[config.mk]
export PLATFORM = sky130hd
export DESIGN_NAME = bbus_master
export DESIGN_NICKNAME = d
export VERILOG_FILES = /design/src/rtl/bbus_pkg.sv /design/src/rtl/bbus_master.sv
export SDC_FILE = /design/constraint.sdc
export NUM_CORES = 1
export LEC_CHECK = 0
export ABC_AREA = 0
export BUFFER_PORTS_ARGS = -buffer_cell sky130_fd_sc_hd__buf_2
export CAP_MARGIN = 20
export CELL_PAD_IN_SITES_DETAIL_PLACEMENT = 1
export CELL_PAD_IN_SITES_GLOBAL_PLACEMENT = 2
export CORE_MARGIN = 2
export CORE_UTILIZATION = 35
export DETAILED_ROUTE_END_ITERATION = 12
export PLACE_DENSITY_LB_ADDON = 0.12
export SYNTH_ARGS = -nofsm -noshare
export SYNTH_HDL_FRONTEND = slang
export SYNTH_SLANG_ARGS = --single-unit
[constraint.sdc]
create_clock -name MCLK -period 2.4 [get_ports MCLK]
set_input_delay 0.24 -clock MCLK [delete_from_list [all_inputs] [get_ports MCLK]]
set_output_delay 0.24 -clock MCLK [all_outputs]
set_load 0.005 [all_outputs]
[src/rtl/bbus_pkg.sv]
// Shared B-Bus definitions: initiator FSM states, latched request record and
// the VDP1 region base addresses used by responders and benches.
package bbus_pkg;
  typedef enum logic [2:0] {
    IDLE,
    ADDR_HI,
    ADDR_LO,
    TURN,
    DATA,
    DONE
  } bbus_state_e;

  typedef struct packed {
    logic        write;
    logic        long_acc;
    logic [31:0] addr;
    logic [31:0] wdata;
  } bbus_req_t;

  localparam int TIMEOUT_DEFAULT = 255;

  localparam logic [31:0] VDP1_VRAM_BASE = 32'h05C0_0000;
  localparam logic [31:0] VDP1_FB_BASE   = 32'h05C8_0000;
  localparam logic [31:0] VDP1_REG_BASE  = 32'h05D0_0000;
endpackage

[src/rtl/bbus_master.sv]
// B-Bus initiator: turns one valid/ready request into the multiplexed
// address/data cycle sequence and returns one response per request.
module bbus_master
  import bbus_pkg::*;
#(
  parameter int ADDR_W   = 21,
  parameter int TIMEOUT  = TIMEOUT_DEFAULT,
  parameter int TURN_CYC = 1
) (
  input  logic              MCLK,
  input  logic              RESET_N,
  input  logic              req_valid,
  output logic              req_ready,
  input  logic              req_write,
  input  logic              req_long,
  input  logic [ADDR_W-1:0] req_addr,
  input  logic [31:0]       req_wdata,
  output logic              rsp_valid,
  output logic [31:0]       rsp_rdata,
  output logic              rsp_err,
  output logic              CS_N,
  output logic              AD_N,
  output logic              DTE_N,
  input  logic              READY_N,
  output logic [15:0]       VBUS_OUT,
  output logic              VBUS_OE,
  input  logic [15:0]       VBUS_IN
);
  localparam int CNT_W  = ($clog2(TIMEOUT + 1) > 8) ? $clog2(TIMEOUT + 1) : 8;
  localparam int TURN_W = (TURN_CYC > 1) ? $clog2(TURN_CYC) : 1;

  bbus_state_e       state_q, state_d;
  bbus_req_t         req_q, req_d;
  logic              beat_q, beat_d;
  logic              gap_q, gap_d;
  logic [CNT_W-1:0]  tmo_q, tmo_d;
  logic [TURN_W-1:0] turn_q, turn_d;
  logic [15:0]       hi_q, hi_d;

  logic              req_ready_q, req_ready_d;
  logic              rsp_valid_q, rsp_valid_d;
  logic [31:0]       rsp_rdata_q, rsp_rdata_d;
  logic              rsp_err_q, rsp_err_d;
  logic              cs_n_q, cs_n_d;
  logic              ad_n_q, ad_n_d;
  logic              dte_n_q, dte_n_d;
  logic              oe_q, oe_d;
  logic [15:0]       vout_q, vout_d;

  always_comb begin
    state_d     = state_q;
    req_d       = req_q;
    beat_d      = beat_q;
    gap_d       = 1'b0;
    tmo_d       = tmo_q;
    turn_d      = turn_q;
    hi_d        = hi_q;
    rsp_valid_d = 1'b0;
    rsp_rdata_d = rsp_rdata_q;
    rsp_err_d   = rsp_err_q;

    case (state_q)
      IDLE: begin
        // req_ready is registered high exactly while IDLE
        if (req_valid) begin
          req_d.write    = req_write;
          req_d.long_acc = req_long;
          req_d.addr     = 32'(req_addr) & ~32'd1;
          req_d.wdata    = req_wdata;
          beat_d         = 1'b0;
          state_d        = ADDR_HI;
        end
      end
      ADDR_HI: state_d = ADDR_LO;
      ADDR_LO: begin
        tmo_d  = '0;
        turn_d = '0;
        if (req_q.write || TURN_CYC == 0) state_d = DATA;
        else                              state_d = TURN;
      end
      TURN: begin
        if (turn_q == TURN_W'(TURN_CYC - 1)) state_d = DATA;
        else                                 turn_d  = turn_q + 1'b1;
      end
      DATA: begin
        // The inter-beat gap cycle has DTE_N high, so READY_N is not a completion there
        if (!gap_q) begin
          if (!READY_N) begin
            tmo_d = '0;
            if (req_q.long_acc && !beat_q) begin
              beat_d = 1'b1;
              gap_d  = 1'b1;
              hi_d   = VBUS_IN;
            end else begin
              state_d     = DONE;
              rsp_valid_d = 1'b1;
              rsp_err_d   = 1'b0;
              if (req_q.write)         rsp_rdata_d = '0;
              else if (req_q.long_acc) rsp_rdata_d = {hi_q, VBUS_IN};
              else                     rsp_rdata_d = {16'h0000, VBUS_IN};
            end
          end else if (tmo_q == CNT_W'(TIMEOUT - 1)) begin
            state_d     = DONE;
            rsp_valid_d = 1'b1;
            rsp_err_d   = 1'b1;
            rsp_rdata_d = '0;
          end else begin
            tmo_d = tmo_q + 1'b1;
          end
        end
      end
      DONE:    state_d = IDLE;
      default: state_d = IDLE;
    endcase
  end

  // Bus pins are decoded from the next state so they are registered in step with it
  always_comb begin
    req_ready_d = (state_d == IDLE);
    cs_n_d      = 1'b1;
    ad_n_d      = 1'b1;
    dte_n_d     = 1'b1;
    oe_d        = 1'b0;
    vout_d      = '0;
    case (state_d)
      ADDR_HI: begin
        cs_n_d = 1'b0;
        ad_n_d = 1'b0;
        oe_d   = 1'b1;
        vout_d = req_d.addr[31:16];
      end
      ADDR_LO: begin
        cs_n_d = 1'b0;
        ad_n_d = 1'b0;
        oe_d   = 1'b1;
        vout_d = req_d.addr[15:0];
      end
      TURN: cs_n_d = 1'b0;
      DATA: begin
        cs_n_d  = 1'b0;
        dte_n_d = gap_d;
        if (req_d.write) begin
          oe_d   = 1'b1;
          vout_d = (req_d.long_acc && !beat_d) ? req_d.wdata[31:16] : req_d.wdata[15:0];
        end
      end
      default: ;
    endcase
  end

  always_ff @(posedge MCLK or negedge RESET_N) begin
    if (!RESET_N) begin
      state_q     <= IDLE;
      req_q       <= '0;
      beat_q      <= 1'b0;
      gap_q       <= 1'b0;
      tmo_q       <= '0;
      turn_q      <= '0;
      hi_q        <= '0;
      req_ready_q <= 1'b1;
      rsp_valid_q <= 1'b0;
      rsp_rdata_q <= '0;
      rsp_err_q   <= 1'b0;
      cs_n_q      <= 1'b1;
      ad_n_q      <= 1'b1;
      dte_n_q     <= 1'b1;
      oe_q        <= 1'b0;
      vout_q      <= '0;
    end else begin
      state_q     <= state_d;
      req_q       <= req_d;
      beat_q      <= beat_d;
      gap_q       <= gap_d;
      tmo_q       <= tmo_d;
      turn_q      <= turn_d;
      hi_q        <= hi_d;
      req_ready_q <= req_ready_d;
      rsp_valid_q <= rsp_valid_d;
      rsp_rdata_q <= rsp_rdata_d;
      rsp_err_q   <= rsp_err_d;
      cs_n_q      <= cs_n_d;
      ad_n_q      <= ad_n_d;
      dte_n_q     <= dte_n_d;
      oe_q        <= oe_d;
      vout_q      <= vout_d;
    end
  end

  assign req_ready = req_ready_q;
  assign rsp_valid = rsp_valid_q;
  assign rsp_rdata = rsp_rdata_q;
  assign rsp_err   = rsp_err_q;
  assign CS_N      = cs_n_q;
  assign AD_N      = ad_n_q;
  assign DTE_N     = dte_n_q;
  assign VBUS_OE   = oe_q;
  assign VBUS_OUT  = vout_q;
endmodule

# Word-level counts from Yosys, hierarchy flattened
# Cells that the tools add are included.
[word_totals] inputBits=75 out_inout_bits=55 ff_bits=151 elab_cells=95
[op_classes] mux=46 n_addsub=2 reduce_logical=13 bitwise_logic=2 eq_ne=13
[ops] cell="$mux W32" n=5
[ops] cell="$mux W66" n=2
[ops] cell="$pmux W16 S3" n=1
[ops] cell="$mux W16" n=2
[ops] cell="$mux W8" n=3
[ops] cell="$mux W1" n=21
[ops] cell="$mux W3" n=7
[ops] cell="$pmux W8 S2" n=1
[ops] cell="$pmux W3 S5" n=1
[ops] cell="$eq A3 B2 Y1 const B" n=4
[ops] cell="$add A8 B1 Y8 const B" n=1
[ops] cell="$eq A8 B8 Y1 const B" n=1
[ops] cell="$reduce_and A4 Y1" n=2
[ops] cell="$eq A3 B1 Y1 const B" n=2
[ops] cell="$eq A3 B3 Y1 const B" n=2
[ops] cell="$logic_not A3 Y1" n=2
[ops] cell="$pmux W1 S2" n=3
[ops] cell="$ne A2 B2 Y1 const B" n=2
[ops] cell="$reduce_bool A2 Y1" n=2
[ops] cell="$reduce_or A4 Y1" n=1
[ops] cell="$ne A3 B3 Y1 const B" n=1
[ops] cell="$reduce_and A3 Y1" n=1
[ops] cell="$logic_and A1 B1 Y1" n=2
[ops] cell="$logic_not A1 Y1" n=2
[ops] cell="4 further kinds" n=5

# Longest topological paths before layout
# Gate-level depths: netlist of run 1.
[depth] word_depth=11 depth_mapped=8 mapped_depth_nobuf=6

# Worst setup path after synthesis of run 1
# Ideal clock, no wire load.
[synth_timing] kind="reg-to-reg" from="reg state_q[1]" to="reg rsp_rdata_q[21] (netlist: rsp_rdata[21])" setup_time_ns=0.125 period_less_slack_ns=1.904 slack_ns=0.496 t_required_ns=2.275 stages_incl_launch_ff=6 t_arrival_ns=1.778 cell_sequence="dfrtp_1 > or4b_4 > or2_1 > buf_4 > buf_6 > mux2_4"
[synth_between] elab_chain_len=2
[synth_lines] item="from (decl)" line_no="bbus_master.sv:32" source="bbus_state_e state_q, state_d;"
[synth_lines] item="from (signal assigned)" line_no="bbus_master.sv:170" source="state_q <= state_d;"
[synth_lines] item="$eq A3 B3 Y1" line_no="bbus_master.sv:62" source="case (state_q)"
[synth_lines] item="$reduce_and A4 Y1 (no line)"
[synth_lines] item="to (signal assigned)" line_no="bbus_master.sv:179" source="rsp_rdata_q <= rsp_rdata_d;"
[synth_lines] item="to (decl)" line_no="bbus_master.sv:42" source="logic [31:0] rsp_rdata_q, rsp_rdata_d;"
# No other way between the ends.
# A chain may end at the register's enable or synchronous reset.

# Worst setup path in the final report of run 1
[layout_timing] from="reg state_q[2]" to="reg tmo_q[6]"
[layout_between] elab_chain_len=3
[layout_lines] item="$eq A3 B3 Y1 / $eq A3 B2 Y1 (equally long branches)" line_no="bbus_master.sv:62"
[layout_lines] item="$ne A3 B3 Y1 (no line), or another cell as far along"
[layout_lines] item="$reduce_and A3 Y1 (no line)"
[layout_lines] item="to (signal assigned)" line_no="bbus_master.sv:174" source="tmo_q <= tmo_d;"
[layout_lines] item="to (decl)" line_no="bbus_master.sv:36" source="logic [CNT_W-1:0] tmo_q, tmo_d;"
# Parallel ways exist; a longest one is shown, timed or not.

==> results.json, run 1 <==
{
  "outcome": "finished clean",
  "place_ws_ns": 0.273,
  "drc": 0,
  "synth.net_count": 568,
  "worstSetupPathType": "register to register",
  "ff2ff_path_depth": 4,
  "fin_cells": 862,
  "start_kind": "register",
  "r2r_slack_ns": 0.25,
  "critPathBufInv": 0,
  "whs_endpoint": "req_q[65]$_DFF_PN0_",
  "syn-cell-area_um2": 5790,
  "wirelength_um": 15400,
  "clockBufferDepth": 2,
  "required_ns": 2.75,
  "grtUsageTotal_pct": 18.6,
  "synth-main-ff-cell": "dfrtp_1",
  "cpMaxStageDelayCell": "dfrtp_1",
  "synth_area_leaders": "dfrtp_1 56%, mux2_2 11%, nand2_1 4.8%",
  "peakVddDrop_mv": 0.587,
  "crit-reg2reg-launch": "state_q[2]$_DFF_PN0_",
  "yosys.area.top_type_share_pct": 56.2,
  "finalCritPeriodShare_pct": 89.8,
  "htree_levels": 4,
  "worstReg2RegEnd": "tmo_q[6]$_DFFE_PN0P_",
  "final_util_pct": 45.0,
  "cts-root-buf": "clkbuf_16",
  "cts_setup_buffers": 0,
  "ys_warn_count": 0,
  "ys_seq_area_share_pct": 58.0,
  "rsz0062_at_grt": "no",
  "synth.distinct_cells": 47,
  "drt_first_pass_iters": 4,
  "tightest_slew_ns": 0.602,
  "ys_ff_latch": 134,
  "max_freq_mhz": 464,
  "placed_area_um2": 6770,
  "die_h_um": 133,
  "wl_per_cell_um": 17.8,
  "path_max_fanout": 9,
  "ant_nets": 0,
  "cts_tree": "yes",
  "antenna_found_initial": 2,
  "fin_skew_ns": 0.0106,
  "port_buffers": 128,
  "drt_iter0_drc": 163,
  "syn_area_per_cell_um2": 11.8,
  "final_max_slew_viol_count": 0,
  "drt-vias-per-instance": 4.94,
  "p_leak_nw": 3.81,
  "slowest_delay_ns": 0.55,
  "synth_async_sr_flop_share_pct": 100,
  "drv_cap": 0,
  "place_congestion": 0.752,
  "syn_to_final_growth_pct": 27.0,
  "synth_edf_count": 0,
  "clkTransAtPathRegs_ns": 0.05,
  "die_width_um": 133,
  "cts_resized": 0,
  "grt_overflow": 0,
  "p_per_area_nw_per_um2": 1250,
  "vias": 4256,
  "grt_pass1_wl_um": 25400,
  "die_area_um2": 17600,
  "hold_path_class": "input pin to register",
  "synth_largest_area_cell": "dfrtp_1",
  "hold_violations": 0,
  "drive_gt1_share_pct": 39.0,
  "postSynthCellCount": 491,
  "nNetsFinal": 705,
  "start_util_pct": 35.4,
  "whs_path_depth": 3,
  "slew_headroom_pct": 59.9,
  "clkLatencyLatePin_ns": 0.42,
  "grt_max_degree": 61,
  "core_area_um2": 16300,
  "final_area_um2": 7350,
  "num_rows": 47,
  "ioPinCount": 130,
  "fillCellCount": 1853,
  "setup_violations": 0,
  "fin_crit_ns": 2.15,
  "path_delay_family": "compound AO/OA/AOI/OAI gates",
  "place.detailed.hpwl_um": 10200,
  "cts-buffers-inserted": 17,
  "place_inst": 828,
  "arrival_ns": 2.50,
  "clock_sink_count": 134,
  "tns_ns": 0,
  "hold_start": "req_write",
  "fin_ws_ns": 0.245,
  "worstSetupEndpointType": "register",
  "path_cells": "or4b_4 -> a21o_1 -> a2111oi_0 -> a311o_1",
  "grt_pass1_vias": 4616
}
-- worst min-delay path, cell delays in order --
cell and delay [ns]:
buf_2 0.07, nand2_1 0.04, nand2_1 0.04
-- sequential cells by signal, indices dropped and copies added, names as in the netlist --
register,count
rsp_err,1
VBUS_OE,1
rsp_rdata,32
hi_q,16
req_ready,1
VBUS_OUT,16
state_q,3
CS_N,1
gap_q,1
beat_q,1
req_q,50
rsp_valid,1
DTE_N,1
tmo_q,8
AD_N,1
-- timing repair --
action | in CTS | in global routing
endpoints found under the setup margin | 0 | 0
hold endpoints to repair | 57 | 0
hold buffers | 1 | 0
-- power by group --
group,switching (mW),internal (mW),leakage [nW]
Clock,0.921,1.66,0.278
Combinational,1.60,1.39,1.83
Sequential,0.425,3.19,1.70
-- routing by layer --
layer / share of wire [%] / track usage (%) / wire, µm / vias up
li1: - / - / - / 1995
met4: 1.2 / 6.21 / 191 / 2
met3: 4.6 / 5.33 / 706 / 17
met2: 49 / 30.1 / 7590 / 80
met5: 0.065 / 0 / 10 / -
met1: 45 / 24.2 / 6880 / 2162
-- cell families (layout without fill, tap and decap cells) --
group                    count (synthesis)  after routing  synth area share [%]
AO/OA/AOI/OAI                           64             64                  7.61
adder cells (fa/ha/maj)                  2              2                 0.432
buffers and inverters                   54            204                  4.00
flip-flops                             134            134                  58.0
multiplexers                            82             82                  16.2
other                                    0              1                     0
AND/OR/NAND/NOR                        155            155                  13.7
-- final cells by class --
class                      count  area (µm²)  share of cell area [%]
sequential                   134        3360                    45.7
multi-input combinational    303        2200                    29.9
timing repair buffer         149         857                    11.7
clock buffer                  27         473                    6.43
tap                          220         275                    3.74
clock inverter                 5         100                    1.36
inverter                      23        86.3                    1.17
antenna                        1        2.50                  0.0340
-- placed cells by master, fill, tap and decap left out, drive strengths merged, types with 2 or more instances in the layout --
cell type and count:
dfstp 4, a2111oi 2, o22ai 3, clkinv 2
ha 2, and2 2, dfrtp 130, bufinv 3
mux2i 17, or4b 2, nand2b 3, mux2 65
nand2 74, nor2 9, o2111ai 2, and4 2
nor3 16, buf 148, a311o 2, nand3 18
a22oi 7, inv 23, a21oi 20, o31ai 17
o21ai 5, clkbuf 27, and3 20
-- through the flow --
step	power, mW	hold WS (ns)
2_1_floorplan	5.47	-0.0556
3_3_place_gp	6.55	0.268
3_5_place_dp	6.69	0.269
4_1_cts	9.34	0.00572
5_1_grt	9.84	0.0154
6_report	9.18	0.0202
-- Yosys cell counts (all sizes together) (13+ instances only) --
cell type  number
a21oi          20
and3           20
buf            18
clkbuf         13
dfrtp         130
inv            23
mux2           65
mux2i          17
nand2          74
nand3          18
nor3           16
o31ai          17
-- how the worst max path moves through the flow --
stage	start	slack, ns	to	depth (start not counted)
after floorplan	state_q[1]$_DFF_PN0_	0.50	rsp_rdata[21]$_DFFE_PN0P_	5
after global placement	tmo_q[0]$_DFFE_PN0P_	0.33	rsp_rdata[19]$_DFFE_PN0P_	7
after detailed placement	state_q[2]$_DFF_PN0_	0.27	VBUS_OUT[8]$_DFF_PN0_	6
after CTS	state_q[2]$_DFF_PN0_	0.26	VBUS_OUT[13]$_DFF_PN0_	6
after global routing	state_q[2]$_DFF_PN0_	0.13	VBUS_OUT[3]$_DFF_PN0_	6
final	state_q[2]$_DFF_PN0_	0.25	tmo_q[6]$_DFFE_PN0P_	4
Power figures use the tool's default switching activity.
==> run 2: changes to the inputs <==
- clock period: 2.4 -> 2.1 ns (I/O delays scaled with it)
==> run 2 against run 1 <==
  * Sequential power up 14%
  * Worst setup slack worse by 0.19 ns
  * Worst hold slack better by 0.0011 ns
  * Combinational power up 26%
  * Largest power group unchanged
  * Die area unchanged
  * Register-to-register slack worse by 0.19 ns
  * Critical path depth up 1
  * Critical path type unchanged
==> results.json, run 2 (same netlist as run 1, synthesis figures left out) <==
{
  "outcome": "finished clean",
  "rsz0062_at_grt": "no",
  "final_max_slew_viol_count": 0,
  "fin_hold_ws_ns": 0.0214,
  "cpMaxStageDelayCell": "or4b_4",
  "place_ws_ns": -0.0471,
  "p_int_mw": 7.98,
  "m1WireLength_um": 6630,
  "fin_crit_ns": 2.04,
  "die_width_um": 133,
  "drive_gt1_share_pct": 42.9,
  "die_area_um2": 17600,
  "max_freq_mhz": 489,
  "switchingPower_mw": 3.56,
  "worstSetupEndpointType": "register",
  "grt_max_degree": 59,
  "fin_ws_ns": 0.0571,
  "fillCellCount": 1788,
  "port_buffers": 128,
  "path_cells": "or4b_4 -> buf_4 -> a21o_1 -> a2111oi_1 -> a311o_1",
  "vias": 4413,
  "regArea_um2": 3360,
  "fin_cells": 895,
  "nNetsFinal": 737,
  "drt_first_pass_iters": 4,
  "grt_pass1_wl_um": 26200,
  "grtUsageTotal_pct": 18.9,
  "ant_nets": 0,
  "met2_length_um": 8170,
  "place_congestion": 0.781,
  "cts-root-buf": "clkbuf_16",
  "drt-vias-per-instance": 4.93,
  "final_util_pct": 48.1,
  "cts-buffers-inserted": 17,
  "top_register": "req_q",
  "path_delay_family": "compound AO/OA/AOI/OAI gates",
  "p_per_area_nw_per_um2": 1470,
  "grt_pass1_vias": 4947,
  "p_sw_share_pct": 30.8,
  "finalCritPeriodShare_pct": 97.3,
  "placed_area_um2": 6920,
  "antenna_found_initial": 3,
  "place.detailed.hpwl_um": 10700,
  "arrival_ns": 2.39,
  "final_area_um2": 7860,
  "htree_levels": 4,
  "wirelength_um": 15800,
  "power_frac_clock_pct": 31.7,
  "drv_cap": 0,
  "clockBufferDepth": 2,
  "slowest_delay_ns": 0.53,
  "fin_skew_ns": 0.00678,
  "routed-wl-met3_um": 801,
  "seq_power_share_pct": 35.8,
  "final_cell_mix": "127 x dfrtp_1, 127 x buf_2, 74 x nand2_1",
  "drc": 0,
  "critPathBufInv": 1,
  "wl_per_cell_um": 17.6,
  "grt_overflow": 0,
  "required_ns": 2.44,
  "drt_iter0_drc": 169,
  "start_util_pct": 35.4,
  "syn_to_final_growth_pct": 35.9,
  "clkLatencyLatePin_ns": 0.41,
  "top_layer": "met5",
  "cts_tree": "yes",
  "slew_headroom_pct": 63.9,
  "ioPinCount": 130,
  "place_inst": 843,
  "p_leak_nw": 4.04,
  "tightest_slew_ns": 0.540,
  "worstSetupPathType": "register to register",
  "clock_sink_count": 134,
  "largest_reg_flops": 50,
  "hold_path_class": "input pin to register",
  "die_h_um": 133,
  "num_rows": 47,
  "clkTransAtPathRegs_ns": 0.06,
  "setup_violations": 0,
  "start_kind": "register",
  "peakVddDrop_mv": 0.679,
  "comb_power_share_pct": 32.6,
  "core_area_um2": 16300,
  "multi_input_area_um2": 2240,
  "hold_violations": 0,
  "path_max_fanout": 7
}
run 2: cell types whose count changed in the layout (fill, tap and decap cells not counted), moves of 5 or more:
cell           before  now
buf_4              16   33
bufinv_16           3    8
dlygate4sd3_1       1   13
clkbuf_1            9    0
run 2: power groups by stage:
stage          Combinational, mW  Sequential (mW)  Clock [mW]
6_report                    3.76             4.13        3.65
2_1_floorplan               2.18             4.07           0
5_1_grt                     4.19             4.26        3.84
3_5_place_dp                3.63             4.17           0
4_1_cts                     3.72             4.15        3.73
3_3_place_gp                3.52             4.12           0
run 2: path summary, 6_finish.rpt:
kind,from,slack (ns),depth (start not counted),to
max,state_q[0]$_DFF_PN0_,0.06,5,tmo_q[5]$_DFFE_PN0P_
min,req_addr[5],0.02,3,req_q[37]$_DFF_PN0_
max reg2reg,state_q[0]$_DFF_PN0_,0.06,5,tmo_q[5]$_DFFE_PN0P_
min reg2reg,req_q[45]$_DFF_PN0_,0.47,2,req_q[45]$_DFF_PN0_
max in group asynchronous,RESET_N,1.20,3,req_q[8]$_DFF_PN0_
min in group asynchronous,RESET_N,0.26,2,req_q[16]$_DFF_PN0_
run 2: final cells by class:
cell class              count  share of cell area (%)
diodes                      2                  0.0636
flip-flops and latches    134                    42.8
clock inverters            13                    3.48
repair buffers            181                    14.8
clock buffers              19                    5.76
inverters                  23                    1.10
well taps                 220                    3.50
multi-input cells         303                    28.5
run 2: worst min-delay path: cells and delay by family:
family,cells,cell delay [ns]
simple gates,2,0.11
buf+inv,1,0.08
run 2: repair_timing:
item | in CTS | in global routing
setup buffers | 1 | 4
gates cloned | 0 | 0
endpoints found under the setup margin | 4 | 39
hold buffers | 13 | 0
gates resized for setup | 5 | 9
pin swaps | 3 | 3
hold endpoints to repair | 43 | 0
run 2: layer usage:
layer	track usage (%)	up-vias
met4	4.90	2
met2	32.9	89
met3	5.86	14
met1	22.7	2252
li1	-	2056
met5	0	-
run 2: stage by stage:
step                setup TNS (ns)  power, mW
global route                     0       12.3
detailed placement         -0.0677       7.80
floorplan                        0       6.25
CTS                        -0.0128       11.6
global placement                 0       7.63
finish                           0       11.5
